## config.mk

```make
export PLATFORM = sky130hd
export DESIGN_NAME = fp32_mul_core
export DESIGN_NICKNAME = d
export VERILOG_FILES = /design/src/rtl/fp32_pkg.sv /design/src/rtl/fp_round_norm.sv /design/src/rtl/fp32_mul_core.sv
export SDC_FILE = /design/constraint.sdc
export NUM_CORES = 1
export LEC_CHECK = 0
export ABC_CLOCK_PERIOD_IN_PS = 2860
export CORE_MARGIN = 3
export CORE_UTILIZATION = 25
export DETAILED_ROUTE_END_ITERATION = 8
export PLACE_DENSITY = 0.46
export SYNTH_ARGS = -nofsm -noshare
export SYNTH_HDL_FRONTEND = slang
export SYNTH_SLANG_ARGS = --single-unit
export TNS_END_PERCENT = 20
```

## constraint.sdc

```tcl
create_clock -name clk -period 2.86 [get_ports clk]
set_input_delay 0.715 -clock clk [delete_from_list [all_inputs] [get_ports clk]]
set_output_delay 0.715 -clock clk [all_outputs]
set_load 0.03 [all_outputs]
```

## src/rtl/fp32_pkg.sv

```systemverilog
// Purpose: shared constants, FSM state type and field-slice helpers for the fp32 multiplier slice.
// Latency: n/a (package only).
// Backpressure: n/a (package only).
package fp32_pkg;

  localparam int EXP_W = 8;
  localparam int MAN_W = 23;
  localparam int BIAS  = 127;

  localparam logic [7:0] EXP_INF  = 8'hFF;
  localparam int         QNAN_BIT = 22;

  typedef enum logic [1:0] {
    ST_IDLE = 2'd0,
    ST_MUL  = 2'd1,
    ST_NORM = 2'd2,
    ST_DONE = 2'd3
  } fp_mul_state_t;

  function automatic logic f_sign(input logic [31:0] x);
    return x[31];
  endfunction

  function automatic logic [7:0] f_exp(input logic [31:0] x);
    return x[30:23];
  endfunction

  function automatic logic [22:0] f_man(input logic [31:0] x);
    return x[22:0];
  endfunction

  function automatic logic f_is_nan(input logic [31:0] x);
    return (f_exp(x) == EXP_INF) && (f_man(x) != 23'd0);
  endfunction

  // Quiet the NaN payload: the top mantissa bit is forced on.
  function automatic logic [22:0] f_qnan_man(input logic [31:0] x);
    logic [22:0] m;
    m           = f_man(x);
    m[QNAN_BIT] = 1'b1;
    return m;
  endfunction

endpackage

```

## src/rtl/fp_round_norm.sv

```systemverilog
// Purpose: final right-normalise, round and range-classify of the 48-bit significand product.
// Latency: combinational (sampled by the core in its last NORM cycle).
// Backpressure: none; pure function of its inputs.
// Ports: prod (product, already left-normalised), exp_in (signed working exponent),
//        e_out/m_out (raw exponent/mantissa for the fixup stage).
// Build option: FP_MUL_RNE_EN selects round-to-nearest-even, otherwise truncation.
module fp_round_norm
  import fp32_pkg::*;
#(
  parameter int EXP_W = fp32_pkg::EXP_W,
  parameter int MAN_W = fp32_pkg::MAN_W
) (
  input  logic [2*MAN_W+1:0]       prod,
  input  logic signed [EXP_W+1:0]  exp_in,
  output logic [EXP_W-1:0]         e_out,
  output logic [MAN_W-1:0]         m_out
);

  localparam int SIG_W = MAN_W + 1;
  localparam int PW    = 2 * SIG_W;
  localparam int XW    = EXP_W + 2;

  localparam logic signed [XW-1:0] X_ONE  = XW'(1);
  localparam logic signed [XW-1:0] X_ZERO = XW'(0);
  localparam logic signed [XW-1:0] X_MAX  = XW'((1 << EXP_W) - 1);

`ifdef FP_MUL_RNE_EN
  localparam bit RNE = 1'b1;
`else
  localparam bit RNE = 1'b0;
`endif

  logic [PW-2:0]          p;
  logic                   lost;
  logic signed [XW-1:0]   x;
  logic [SIG_W-1:0]       sig;
  logic                   guard;
  logic                   sticky;
  logic                   rnd;
  logic [SIG_W:0]         sum;
  logic [SIG_W-1:0]       sig_r;
  logic signed [XW-1:0]   xr;

  always_comb begin
    // An overflowing product (bit 47) is shifted right once; the bit
    // falling off still counts towards sticky.
    p     = prod[PW-1] ? prod[PW-1:1] : prod[PW-2:0];
    lost  = prod[PW-1] & prod[0];
    x     = prod[PW-1] ? exp_in + X_ONE : exp_in;

    sig    = p[PW-2 -: SIG_W];
    guard  = p[MAN_W-1];
    sticky = (|p[MAN_W-2:0]) | lost;
    rnd    = RNE & guard & (sticky | sig[0]);

    // A carry out of the rounded significand renormalises by one more place.
    sum   = {1'b0, sig} + {{SIG_W{1'b0}}, rnd};
    sig_r = sum[SIG_W] ? sum[SIG_W:1] : sum[SIG_W-1:0];
    xr    = sum[SIG_W] ? x + X_ONE : x;

    e_out = '0;
    m_out = '0;
    if (xr >= X_MAX) begin
      e_out = '1;
    end else if (xr > X_ZERO) begin
      // Hidden bit clear here only happens at exponent 1: a denormal.
      e_out = sig_r[SIG_W-1] ? xr[EXP_W-1:0] : '0;
      m_out = sig_r[MAN_W-1:0];
    end
  end

endmodule

```

## src/rtl/fp32_mul_core.sv

```systemverilog
// Purpose: sequential fp32 multiply producing raw sign/exponent/mantissa plus forwarded operands.
// Latency: 26 cycles accept-to-out_valid (+1 per extra left-normalise cycle); NaN operand: 1 cycle.
// Backpressure: one op in flight; in_ready low from accept until after the result handshake.
// Ports: in_valid/in_ready/a/b (operand handshake), out_valid/out_ready (result handshake),
//        a_o/b_o (registered operands), sign_o/e_o/m_o (raw product fields).
// Build option: FP_MUL_RNE_EN (see fp_round_norm) selects RNE rounding instead of truncation.
module fp32_mul_core
  import fp32_pkg::*;
#(
  parameter int EXP_W = fp32_pkg::EXP_W,
  parameter int MAN_W = fp32_pkg::MAN_W,
  parameter int BIAS  = fp32_pkg::BIAS
) (
  input  logic             clk,
  input  logic             rst_n,
  input  logic             in_valid,
  output logic             in_ready,
  input  logic [31:0]      a,
  input  logic [31:0]      b,
  output logic             out_valid,
  input  logic             out_ready,
  output logic [31:0]      a_o,
  output logic [31:0]      b_o,
  output logic             sign_o,
  output logic [EXP_W-1:0] e_o,
  output logic [MAN_W-1:0] m_o
);

  localparam int SIG_W = MAN_W + 1;
  localparam int PW    = 2 * SIG_W;
  localparam int XW    = EXP_W + 2;
  localparam int CW    = $clog2(SIG_W);

  localparam logic signed [XW-1:0] X_ONE  = XW'(1);
  localparam logic        [XW-1:0] X_BIAS = XW'(BIAS);
  localparam logic        [CW-1:0] LAST   = CW'(SIG_W - 1);

  fp_mul_state_t        state;
  logic                 in_rdy_q;
  logic                 out_vld_q;
  logic [31:0]          a_q;
  logic [31:0]          b_q;
  logic                 sign_q;
  logic [EXP_W-1:0]     e_q;
  logic [MAN_W-1:0]     m_q;
  logic [PW-1:0]        acc;
  logic [PW-1:0]        mcand;
  logic [SIG_W-1:0]     mplier;
  logic [CW-1:0]        cnt;
  logic signed [XW-1:0] xexp;

  logic [EXP_W-1:0]     rn_e;
  logic [MAN_W-1:0]     rn_m;

  // Denormal operands use hidden bit 0 and an effective exponent of 1.
  function automatic logic [SIG_W-1:0] sig_of(input logic [31:0] x);
    return {f_exp(x) != 8'd0, f_man(x)};
  endfunction

  function automatic logic [XW-1:0] xexp_of(input logic [31:0] x);
    return (f_exp(x) == 8'd0) ? XW'(1) : {2'b00, f_exp(x)};
  endfunction

  fp_round_norm #(
    .EXP_W (EXP_W),
    .MAN_W (MAN_W)
  ) u_round_norm (
    .prod   (acc),
    .exp_in (xexp),
    .e_out  (rn_e),
    .m_out  (rn_m)
  );

  always_ff @(posedge clk or negedge rst_n) begin
    if (!rst_n) begin
      state     <= ST_IDLE;
      in_rdy_q  <= 1'b0;
      out_vld_q <= 1'b0;
      a_q       <= '0;
      b_q       <= '0;
      sign_q    <= 1'b0;
      e_q       <= '0;
      m_q       <= '0;
      acc       <= '0;
      mcand     <= '0;
      mplier    <= '0;
      cnt       <= '0;
      xexp      <= '0;
    end else begin
      case (state)
        ST_IDLE: begin
          // in_ready comes up one edge after reset release.
          if (!in_rdy_q) begin
            in_rdy_q <= 1'b1;
          end else if (in_valid) begin
            in_rdy_q <= 1'b0;
            a_q      <= a;
            b_q      <= b;
            sign_q   <= f_sign(a) ^ f_sign(b);
            acc      <= '0;
            mcand    <= {{SIG_W{1'b0}}, sig_of(a)};
            mplier   <= sig_of(b);
            cnt      <= '0;
            xexp     <= xexp_of(a) + xexp_of(b) - X_BIAS;
            state    <= ST_MUL;
          end
        end

        ST_MUL: begin
          if (cnt == '0 && (f_is_nan(a_q) || f_is_nan(b_q))) begin
            e_q       <= '1;
            m_q       <= f_is_nan(a_q) ? f_qnan_man(a_q) : f_qnan_man(b_q);
            out_vld_q <= 1'b1;
            state     <= ST_DONE;
          end else begin
            // LSB-first shift-add: the multiplicand moves up one place per bit.
            if (mplier[0]) begin
              acc <= acc + mcand;
            end
            mcand  <= mcand << 1;
            mplier <= mplier >> 1;
            cnt    <= cnt + CW'(1);
            if (cnt == LAST) begin
              state <= ST_NORM;
            end
          end
        end

        ST_NORM: begin
          if (acc[PW-1] || acc[PW-2] || xexp <= X_ONE) begin
            e_q   <= rn_e;
            m_q   <= rn_m;
            state <= ST_DONE;
          end else begin
            acc  <= acc << 1;
            xexp <= xexp - X_ONE;
          end
        end

        ST_DONE: begin
          // Result fields were registered on the way in; valid follows a cycle later.
          if (!out_vld_q) begin
            out_vld_q <= 1'b1;
          end else if (out_ready) begin
            out_vld_q <= 1'b0;
            in_rdy_q  <= 1'b1;
            state     <= ST_IDLE;
          end
        end
      endcase
    end
  end

  assign in_ready  = in_rdy_q;
  assign out_valid = out_vld_q;
  assign a_o       = a_q;
  assign b_o       = b_q;
  assign sign_o    = sign_q;
  assign e_o       = e_q;
  assign m_o       = m_q;

endmodule

```

==> out/qor.tcl, run 1 <==
set qor(cell_variety_after_synth) 74
set qor(clock_latency_ns) 0.58
set qor(antenna_violating_nets_post_route) 0
set qor(synth-seq-area-share) 0.4101
set qor(worst_ir_drop_vdd_mv) 0.7592
set qor(final_critical_delay_including_setup_and_external_delays_ns) 2.835
set qor(cell_internal_pwr_mw) 12.80
set qor(yosysWarningCount) 0
set qor(cts_sinks) 235
set qor(timing.final.crit_share) 0.9912
set qor(worst-path-max-fanout) 3
set qor(post_cts_hold_buffer_count) 0
set qor(first_global_vias) 12890
set qor(initial_drt_pass_iterations) 8
set qor(synth_enable_flop_cells) 0
set qor(power_switching_mw) 10.55
set qor(grt_overflow) 0
set qor(fin_worst_skew_ns) 0.01571
set qor(startpoint_of_the_worst_slack_reg_to_reg_timing_path) {acc[2]$_DFFE_PN0P_}
set qor(pin_count) 166
set qor(core_region_area_mm2) 0.05660
set qor(syn_area_mm2) 0.01434
set qor(cp_cell_sequence) {ha_4 > buf_4 > o211ai_1 > o211ai_1 > a21oi_2 > nor4b_2 > nor3_2 > buf_4 > o221ai_4 > a221oi_4 > mux2i_1 > o211ai_1}
set qor(report.final.setup_viol) 0
set qor(crit-reg2reg-capture) {acc[47]$_DFFE_PN0P_}
set qor(worstHoldPathType) {primary input to asynchronous set/reset pin}
set qor(cp-start-kind) {flop}
set qor(crit_type) {flop to flop}
set qor(worst_slack_ns) 0.02506
set qor(synth-async-reset-ratio) 1.000
set qor(fp.dieH_um) 245.5
set qor(power_switching_share) 0.4518
set qor(rows) 87
set qor(die_area_mm2) 0.06028
set qor(unrepaired_setup_endpoints_after_global_routing) {yes}
set qor(power.clock.fraction) 0.159
set qor(tightestPinTransition_ns) 0.7879
set qor(synth-main-ff-cell) {dfrtp_1}
set qor(totalWireLength_um) 49240
set qor(drc) 0
set qor(vias) 12790
set qor(share_comb_of_total_power) 0.583
set qor(setup.reg_to_reg.worst_slack_ns) 0.03
set qor(worstPathRequired_ns) 3.30
set qor(dp_slack_ns) -0.6490
set qor(cp_slowest_stage_delay_ns) 0.42
set qor(place.gp.congestion) 0.8650
set qor(critPathMostFrequentCell) {o211ai_1}
set qor(arrival_ns) 3.27
set qor(synth_area_per_cell_um2) 9.146
set qor(detailedPlacementHpwl_um) 37480
set qor(maxCapViolations) 0
set qor(report.power.total_mw) 23.36
set qor(fin_tns_setup_ns) 0
set qor(power_frac_seq) 0.258
set qor(area_delta_synth_final_pct) 37.12
set qor(clock-root-buffer) {clkbuf_16}
set qor(effective_utilization_at_floorplan) 0.2534
set qor(cts_max_path_buffers) 3
set qor(chipWidth_um) 245.5
set qor(report.final.hold_viol_count) 0
set qor(detail_route.vias_per_cell) 4.825
set qor(fin_nets) 2013
set qor(cellLeakagePower_nw) 8.744
set qor(grt.total_usage) 0.1619
set qor(final_util) 0.3474
set qor(grt_start_max_net_pins) 96
set qor(ys_ff_latch) 235
set qor(place.port_buffers) 165
set qor(tritoncts) {built}
set qor(end_kind) {flop}
set qor(synthesis.instances) 1568
set qor(drive_above_1_share) 0.2101
set qor(fmax_mhz) 352.7
set qor(most-common-layout-cells) {nand2_1, dfrtp_1, buf_4}
set qor(status) {finished, final reports clean}
set qor(slew_headroom) 0.4748
set qor(initial_antenna_violation_count) 2
set qor(wire_length_of_the_first_global_routing_pass_um) 77240
set qor(pwr_density_cell_mw_per_mm2) 1188
set qor(cts_buffers) 29
set qor(synth.net_count) 1709
set qor(clock_transition_at_the_registers_of_the_reported_paths_ns) 0.06
set qor(routedWlPerCell_um) 18.57
set qor(count_of_final_max_slew_check_failures) 0
set qor(timing.critical_path.slowest_stage_cell) {dfrtp_1}
set qor(htree_num_levels) 1
set qor(dr.first_iter.drc_count) 731
set qor(number_of_cell_instances_on_the_worst_register_to_register_path) 12
## metrics by stage
step           cell area, um^2  hold slack, ns  cells
2_1_floorplan            14340          0.4194   1568
3_3_place_gp             18310          0.4612   2591
3_5_place_dp             18310          0.4698   2591
4_1_cts                  19320          0.1938   2646
5_1_grt                  19670          0.2208   2651
6_report                 19670          0.1812   2651
## power groups by stage
| stage | Combinational [mW] | Clock [mW] | Sequential, mW |
|---|---|---|---|
| after floorplan | 6.21 | 0 | 7.00 |
| after global placement | 13.3 | 0 | 6.00 |
| after detailed placement | 13.4 | 0 | 6.02 |
| after CTS | 13.5 | 3.85 | 5.99 |
| after global routing | 14.9 | 3.98 | 6.23 |
| final | 13.6 | 3.71 | 6.02 |
## area by class of cell
cell class	count	area, um^2
Fill cell	5888	36940
Multi-Input combinational cell	1186	8270
Sequential cell	235	5882
Timing Repair Buffer	384	3486
Tap cell	756	945.9
Clock buffer	42	794.5
Clock inverter	11	148.9
Inverter	36	135.1
Antenna cell	1	2.502
## registers in the layout, indices dropped and copies added, names as in the netlist, 2 cells and up
name    flops
acc        48
mcand      48
a_o        32
b_o        32
mplier     24
m_o        23
xexp       10
e_o         8
cnt         5
state       2
## synth_stat cells, types with 15 or more instances
cell type | number | share of area
nand4_1 | 26 | 0.011
clkbuf_1 | 93 | 0.024
o22ai_1 | 15 | 0.0065
mux2i_1 | 92 | 0.064
xnor2_1 | 37 | 0.023
ha_1 | 71 | 0.062
o21ai_0 | 152 | 0.053
o22a_1 | 25 | 0.015
nor2_1 | 65 | 0.017
nand2_1 | 237 | 0.062
dfrtp_1 | 235 | 0.41
nand3_1 | 63 | 0.022
mux2_2 | 63 | 0.049
nor3_1 | 21 | 0.0073
xor2_1 | 25 | 0.015
a21o_1 | 27 | 0.014
a21oi_1 | 94 | 0.033
inv_1 | 36 | 0.0094
## routing by layer
layer  global-route usage  share of wire  vias to the layer above
li1                     -              -                     6269
met5                    0        0.00026                        -
met2               0.2511           0.44                      276
met1               0.2336           0.49                     6201
met4              0.02779          0.015                        2
met3              0.03478          0.055                       43
## worst max path at each step
stage / startpoint / endpoint / slack (ns) / cells after the start
floorplan: a[27] / xexp[9]$_DFFE_PN0P_ / -0.08 / 15
finish: acc[2]$_DFFE_PN0P_ / acc[47]$_DFFE_PN0P_ / 0.03 / 12
global route: acc[0]$_DFFE_PN0P_ / acc[34]$_DFFE_PN0P_ / -0.14 / 13
CTS: acc[0]$_DFFE_PN0P_ / acc[34]$_DFFE_PN0P_ / -0.07 / 13
global placement: a[27] / xexp[9]$_DFFE_PN0P_ / -0.67 / 16
detailed placement: a[27] / xexp[9]$_DFFE_PN0P_ / -0.65 / 16
## worst max-delay path: cells and delay by family, from the launching register on
kind | cells | cell delay (ns)
AND/OR/NAND/NOR | 2 | 0.28
adder cells (fa/ha/maj) | 1 | 0.27
multiplexers | 1 | 0.22
AO/OA/AOI/OAI | 6 | 1.19
buffers and inverters | 2 | 0.31
flip-flops | 1 | 0.42
## repair_timing
item	in CTS	in global routing
resized for setup	11	79
endpoints found under the setup margin	11	56
endpoints found under the hold margin	0	0
pin swaps	7	26
setup buffers	2	4
## kinds of logic after synthesis
kind of cell	Yosys count	synth area share
AOI/OAI and AO/OA	420	0.1827
DFF	235	0.4101
xor gates and xnor gates	62	0.03786
buffers and inverters	147	0.03961
adders and majority gates	73	0.06474
and+or+nand+nor	476	0.1514
muxes	155	0.1137
Note: power is estimated with default switching activity, not from simulation.
==> run 2: changes to the inputs <==
--- a/config.mk
+++ b/config.mk
@@ -5,7 +5,7 @@
 export SDC_FILE = /design/constraint.sdc
 export NUM_CORES = 1
 export LEC_CHECK = 0
-export ABC_CLOCK_PERIOD_IN_PS = 2860
+export ABC_CLOCK_PERIOD_IN_PS = 3300
 export CORE_MARGIN = 3
 export CORE_UTILIZATION = 25
 export DETAILED_ROUTE_END_ITERATION = 8
==> constraint.sdc (replaced) <==
create_clock -name clk -period 3.3 [get_ports clk]
set_input_delay 0.825 -clock clk [delete_from_list [all_inputs] [get_ports clk]]
set_output_delay 0.825 -clock clk [all_outputs]
set_load 0.03 [all_outputs]
==> run 2 against run 1 <==
  * Wire length is 3.3% lower
  * Critical path depth is 2 lower
  * Setup slack better by 0.17 ns
  * Global-route usage is 0.49 points lower
  * Critical endpoint is now acc[32]$_DFFE_PN0P_
  * Clock skew is 0.0031 ns higher
  * Largest cell class unchanged
  * Clock-buffer cell count is 5 higher
  * Clock power is 13% lower
  * Register-to-register slack better by 0.17 ns
  * Non-clock buffer count is 136 lower
  * Highest routed layer unchanged
  * First-iteration DRC count is 7.5% higher
  * Largest power group unchanged
==> out/qor.tcl, run 2 (synthesis gave the netlist of run 1 again) <==
set qor(status) {finished, final reports clean}
set qor(reg.largest.list) {acc x48, mcand x48}
set qor(initial_drt_pass_iterations) 5
set qor(top_signal_layer_used) {met5}
set qor(cp-start-kind) {flop}
set qor(fp.dieH_um) 245.5
set qor(number_of_cell_instances_on_the_worst_register_to_register_path) 10
set qor(wirelength_met1_um) 23940
set qor(clock_transition_at_the_registers_of_the_reported_paths_ns) 0.06
set qor(arrival_ns) 3.54
set qor(first_global_vias) 12400
set qor(fin_worst_skew_ns) 0.01882
set qor(detailedPlacementHpwl_um) 36040
set qor(tritoncts) {built}
set qor(finalNonFillerCells) 2516
set qor(chipWidth_um) 245.5
set qor(cellLeakagePower_nw) 7.927
set qor(unrepaired_setup_endpoints_after_global_routing) {yes}
set qor(endpoint) {acc[32]$_DFFE_PN0P_}
set qor(cts_max_path_buffers) 3
set qor(htree_num_levels) 1
set qor(area_delta_synth_final_pct) 27.32
set qor(dpl.cell_count) 2461
set qor(slew_headroom) 0.3246
set qor(tightestPinTransition_ns) 1.013
set qor(effective_utilization_at_floorplan) 0.2534
set qor(drc) 0
set qor(dr.first_iter.drc_count) 786
set qor(cp_cell_sequence) {nor4_1 > buf_4 > nand4_1 > o21ai_0 > a211o_2 > nand2_1 > a211o_1 > buf_4 > a221oi_1 > nor2_1}
set qor(initial_antenna_violation_count) 1
set qor(worstPathRequired_ns) 3.74
set qor(critPathMostFrequentCell) {buf_4}
set qor(wire_length_of_the_first_global_routing_pass_um) 75300
set qor(clock-root-buffer) {clkbuf_16}
set qor(place.gp.congestion) 0.8953
set qor(report.final.hold_viol_count) 0
set qor(end_kind) {flop}
set qor(timing.final.crit_share) 0.9402
set qor(place_area_mm2) 0.01725
set qor(clock_latency_ns) 0.57
set qor(grt_start_max_net_pins) 76
set qor(cts_buffers) 30
set qor(core_region_area_mm2) 0.05660
set qor(grt.total_usage) 0.1570
set qor(final_design_area_no_fill_mm2) 0.01826
set qor(startpoint_of_the_worst_slack_reg_to_reg_timing_path) {b_o[0]$_DFFE_PN0P_}
set qor(worst-path-max-fanout) 39
set qor(rows) 87
set qor(cp_slowest_stage_delay_ns) 0.42
set qor(dr_wl_met3_um) 2399
set qor(most-common-layout-cells) {nand2_1, dfrtp_1, clkdlybuf4s50_1}
set qor(fmax_mhz) 322.3
set qor(maxCapViolations) 0
set qor(grt_overflow) 0
set qor(vias) 12260
set qor(pin_count) 166
set qor(pwr_density_cell_mw_per_mm2) 1032
set qor(fin_nets) 1878
set qor(place.port_buffers) 165
set qor(antenna_violating_nets_post_route) 0
set qor(setup.reg_to_reg.worst_slack_ns) 0.20
set qor(crit-reg2reg-capture) {acc[32]$_DFFE_PN0P_}
set qor(final_critical_delay_including_setup_and_external_delays_ns) 3.103
set qor(count_of_final_max_slew_check_failures) 0
set qor(final_util) 0.3226
set qor(critPathLaunch) {b_o[0]$_DFFE_PN0P_}
set qor(die_area_mm2) 0.06028
set qor(worst_ir_drop_vdd_mv) 0.5570
set qor(drive_above_1_share) 0.1239
set qor(timing.critical_path.slowest_stage_cell) {dfrtp_1}
set qor(detailroute.wirelength.met2_um) 20580
set qor(filler_cell_count) 5984
set qor(crit_type) {flop to flop}
set qor(worstHoldPathType) {primary input to asynchronous set/reset pin}
set qor(cts_sinks) 235
set qor(routedWlPerCell_um) 18.93
set qor(report.final.setup_viol) 0
set qor(totalWireLength_um) 47640
set qor(detail_route.vias_per_cell) 4.874
run 2: layer usage:
layer  vias to the layer above  global-route usage
met5                         -                   0
met3                        44             0.03020
met2                       281              0.2427
li1                       5982                   -
met4                         2             0.02536
met1                      5955              0.2299
run 2: layout make-up:
cell class / instances / area [um^2] / share of cell area
clock inverters: 7 / 77.57 / 0.004248
flip-flops and latches: 235 / 5881 / 0.3221
repair buffers: 248 / 2355 / 0.1290
multi-input cells: 1186 / 7959 / 0.4359
clock buffers: 47 / 904.6 / 0.04954
well taps: 756 / 945.9 / 0.05180
inverters: 36 / 135.1 / 0.007400
diodes: 1 / 2.502 / 0.0001370
run 2: worst min path at each step:
stage | cells past startpoint | slack, ns | startpoint | to
after floorplan | 2 | 0.45 | mplier[10]$_DFFE_PN0P_ | mplier[10]$_DFFE_PN0P_
after global placement | 2 | 0.46 | mplier[7]$_DFFE_PN0P_ | mplier[7]$_DFFE_PN0P_
after detailed placement | 2 | 0.47 | mplier[6]$_DFFE_PN0P_ | mplier[6]$_DFFE_PN0P_
after CTS | 1 | 0.24 | rst_n | e_o[7]$_DFFE_PN0P_
after global routing | 1 | 0.27 | rst_n | e_o[7]$_DFFE_PN0P_
final | 1 | 0.24 | rst_n | e_o[7]$_DFFE_PN0P_
run 2: repair_timing:
action | 4_1_cts | 5_1_grt
endpoints found under the setup margin | 0 | 18
hold buffers | 0 | 0
buffers inserted | 0 | 0
resized for setup | 0 | 6
run 2: through the flow:
stage | hold slack, ns | setup TNS (ns) | power (mW) | setup WS, ns
after floorplan | 0.4496 | 0 | 11.45 | 0.2477
after global placement | 0.4610 | -0.7818 | 15.52 | -0.3254
after detailed placement | 0.4706 | -0.7538 | 15.63 | -0.3196
after CTS | 0.2444 | 0 | 18.99 | 0.1254
after global routing | 0.2680 | -0.002255 | 20.19 | -0.002255
final | 0.2397 | 0 | 18.84 | 0.1974
run 2: power by group:
| part | switching (mW) | total [mW] | internal (mW) |
|---|---|---|---|
| clock | 1.29 | 3.23 | 1.95 |
| sequential | 1.30 | 5.41 | 4.11 |
| combinational | 6.20 | 10.2 | 4.00 |
| total | 8.78 | 18.8 | 10.1 |
run 2: worst max-delay path: cells and delay by family (launching register included):
kind / cells / cell delay (ns)
AOI/OAI and AO/OA: 4 / 1.34
DFF: 1 / 0.42
and+or+nand+nor: 4 / 0.74
buffers and inverters: 2 / 0.46
==> run 3: changes to the inputs <==
--- a/config.mk
+++ b/config.mk
@@ -7,9 +7,9 @@
 export LEC_CHECK = 0
 export ABC_CLOCK_PERIOD_IN_PS = 3300
 export CORE_MARGIN = 3
-export CORE_UTILIZATION = 25
+export CORE_UTILIZATION = 40
 export DETAILED_ROUTE_END_ITERATION = 8
-export PLACE_DENSITY = 0.46
+export PLACE_DENSITY = 0.64
 export SYNTH_ARGS = -nofsm -noshare
 export SYNTH_HDL_FRONTEND = slang
 export SYNTH_SLANG_ARGS = --single-unit
==> run 3 against run 2 <==
  * Flip-flop and latch count did not move
  * Combinational power fell by 4%
  * Via count rose by 0.23%
  * Critical path type unchanged
  * Worst hold slack got worse by 0.034 ns
  * Total power fell by 3.5%
  * Sequential share of layout area rose by 1.2 points
  * Critical path depth rose by 3
  * Maximum frequency fell by 0.50%
  * First-iteration DRC count rose by 24%
==> out/qor.tcl, run 3 (synthesis gave the netlist of run 1 again) <==
set qor(wire_length_of_the_first_global_routing_pass_um) 68040
set qor(cts_max_path_buffers) 3
set qor(place.port_buffers) 165
set qor(tritoncts) {built}
set qor(area_delta_synth_final_pct) 22.81
set qor(reg.largest.list) {acc x48, mcand x48}
set qor(drc) 0
set qor(first_global_vias) 12020
set qor(final_design_area_no_fill_mm2) 0.01761
set qor(power.clock.fraction) 0.167
set qor(effective_utilization_at_floorplan) 0.4101
set qor(crit_family) {compound AO/OA/AOI/OAI gates}
set qor(slew_headroom) 0.3751
set qor(report.final.hold_viol_count) 0
set qor(worst-path-max-fanout) 3
set qor(core_region_area_mm2) 0.03497
set qor(arrival_ns) 3.59
set qor(cp-start-kind) {flop}
set qor(grt_overflow) 0
set qor(die_area_mm2) 0.03816
set qor(worstHoldPathType) {primary input to asynchronous set/reset pin}
set qor(share_comb_of_total_power) 0.537
set qor(routedWlPerCell_um) 19.60
set qor(rows) 68
set qor(timing.critical_path.depth) 13
set qor(place_area_mm2) 0.01670
set qor(worst-path-buf-inv) 2
set qor(initial_drt_pass_iterations) 5
set qor(pin_count) 166
set qor(most-common-layout-cells) {nand2_1, dfrtp_1, clkdlybuf4s50_1}
set qor(grt_start_max_net_pins) 74
set qor(worstPathRequired_ns) 3.77
set qor(power_frac_seq) 0.297
set qor(detail_route.vias_per_cell) 5.613
set qor(unrepaired_setup_endpoints_after_global_routing) {yes}
set qor(status) {finished, final reports clean}
set qor(number_of_cell_instances_on_the_worst_register_to_register_path) 13
set qor(detailedPlacementHpwl_um) 32180
set qor(fin_nets) 1856
set qor(chipWidth_um) 195.4
set qor(dr.first_iter.drc_count) 978
set qor(post_cts.repair.setup_buffers) 0
set qor(end_kind) {flop}
set qor(crit_type) {flop to flop}
set qor(power_switching_share) 0.4673
set qor(cts_buffers) 27
set qor(count_of_final_max_slew_check_failures) 0
set qor(cp_cell_sequence) {ha_1 > inv_1 > fa_1 > nor2b_1 > o211ai_1 > a31oi_1 > buf_4 > o21ai_0 > nand3_1 > a31oi_1 > o21ai_0 > xnor2_1 > o22ai_1}
set qor(fin_tns_setup_ns) 0
set qor(place.gp.congestion) 0.9354
set qor(pwr_density_cell_mw_per_mm2) 1032
set qor(cts_sinks) 235
set qor(report.power.total_mw) 18.18
set qor(worst_ir_drop_vdd_mv) 0.6643
set qor(fmax_mhz) 320.7
set qor(maxCapViolations) 0
set qor(antenna_violating_nets_post_route) 0
set qor(final_util) 0.5037
set qor(power_switching_mw) 8.495
set qor(clock_latency_ns) 0.56
set qor(timing.final.crit_share) 0.9449
set qor(vias) 12290
set qor(fp.dieH_um) 195.4
set qor(clock_transition_at_the_registers_of_the_reported_paths_ns) 0.06
set qor(report.final.setup_viol) 0
set qor(timing.critical_path.slowest_stage_cell) {dfrtp_1}
set qor(grt.total_usage) 0.2196
set qor(cell_internal_pwr_mw) 9.683
set qor(cellLeakagePower_nw) 7.793
set qor(final_critical_delay_including_setup_and_external_delays_ns) 3.118
set qor(fin_worst_skew_ns) 0.01434
set qor(filler_cell_count) 3256
set qor(drive_above_1_share) 0.1136
set qor(initial_antenna_violation_count) 0
set qor(clock-root-buffer) {clkbuf_16}
set qor(tightestPinTransition_ns) 0.9374
set qor(cp_slowest_stage_delay_ns) 0.43
set qor(htree_num_levels) 1
set qor(totalWireLength_um) 42930
[run 3: changes by cell type in the layout (fill, tap and decap cells not counted), sizes merged]
cell,previous run,this run
buf,84,65
clkbuf,47,38
clkinv,5,7
inv,36,37
[run 3: final cells by class]
type,instances,area (um^2),area share
timing repair buffer,229,2175,0.1235
tap,455,569.3,0.03232
multi-input combinational,1186,7946,0.4512
antenna,1,2.502,0.0001421
sequential,235,5881,0.3339
inverter,36,135.1,0.007673
clock buffer,38,807.0,0.04582
clock inverter,10,96.34,0.005470
[run 3: power by group through the flow]
stage	registers, mW	clock network (mW)	logic (mW)
global placement	5.40	0	9.54
finish	5.39	3.03	9.75
detailed placement	5.42	0	9.67
global route	5.57	3.22	10.6
floorplan	6.06	0	5.38
CTS	5.39	3.10	9.72
[run 3: worst paths after layout]
check | from | to | slack [ns]
max in group asynchronous | rst_n | acc[14]$_DFFE_PN0P_ | 2.21
hold reg to reg | m_o[18]$_DFFE_PN0P_ | m_o[18]$_DFFE_PN0P_ | 0.48
setup reg to reg | mcand[0]$_DFFE_PN0P_ | acc[40]$_DFFE_PN0P_ | 0.18
hold / removal | rst_n | e_o[2]$_DFFE_PN0P_ | 0.21
setup / recovery | mcand[0]$_DFFE_PN0P_ | acc[40]$_DFFE_PN0P_ | 0.18
min in group clk | m_o[18]$_DFFE_PN0P_ | m_o[18]$_DFFE_PN0P_ | 0.48
[run 3: through the flow]
step,hold slack [ns],std cells,setup WS (ns)
after floorplan,0.4496,1568,0.2477
after global placement,0.4611,2141,-0.2743
after detailed placement,0.4701,2141,-0.2890
after CTS,0.2093,2189,0.1445
after global routing,0.2353,2189,-0.004495
final,0.2058,2190,0.1817
[run 3: timing repair]
action	CTS	global route
hold buffers	0	0
endpoints found under the hold margin	0	0
resized for setup	0	4
setup endpoints to repair	0	26
[run 3: layer usage]
layer	part of all wire	wire length, um	vias up	track usage
met4	0.027	1167	0	0.05334
met1	0.47	20090	5941	0.3166
met3	0.067	2884	62	0.04831
li1	-	-	5948	-
met5	0	0	-	0
met2	0.44	18790	341	0.3376
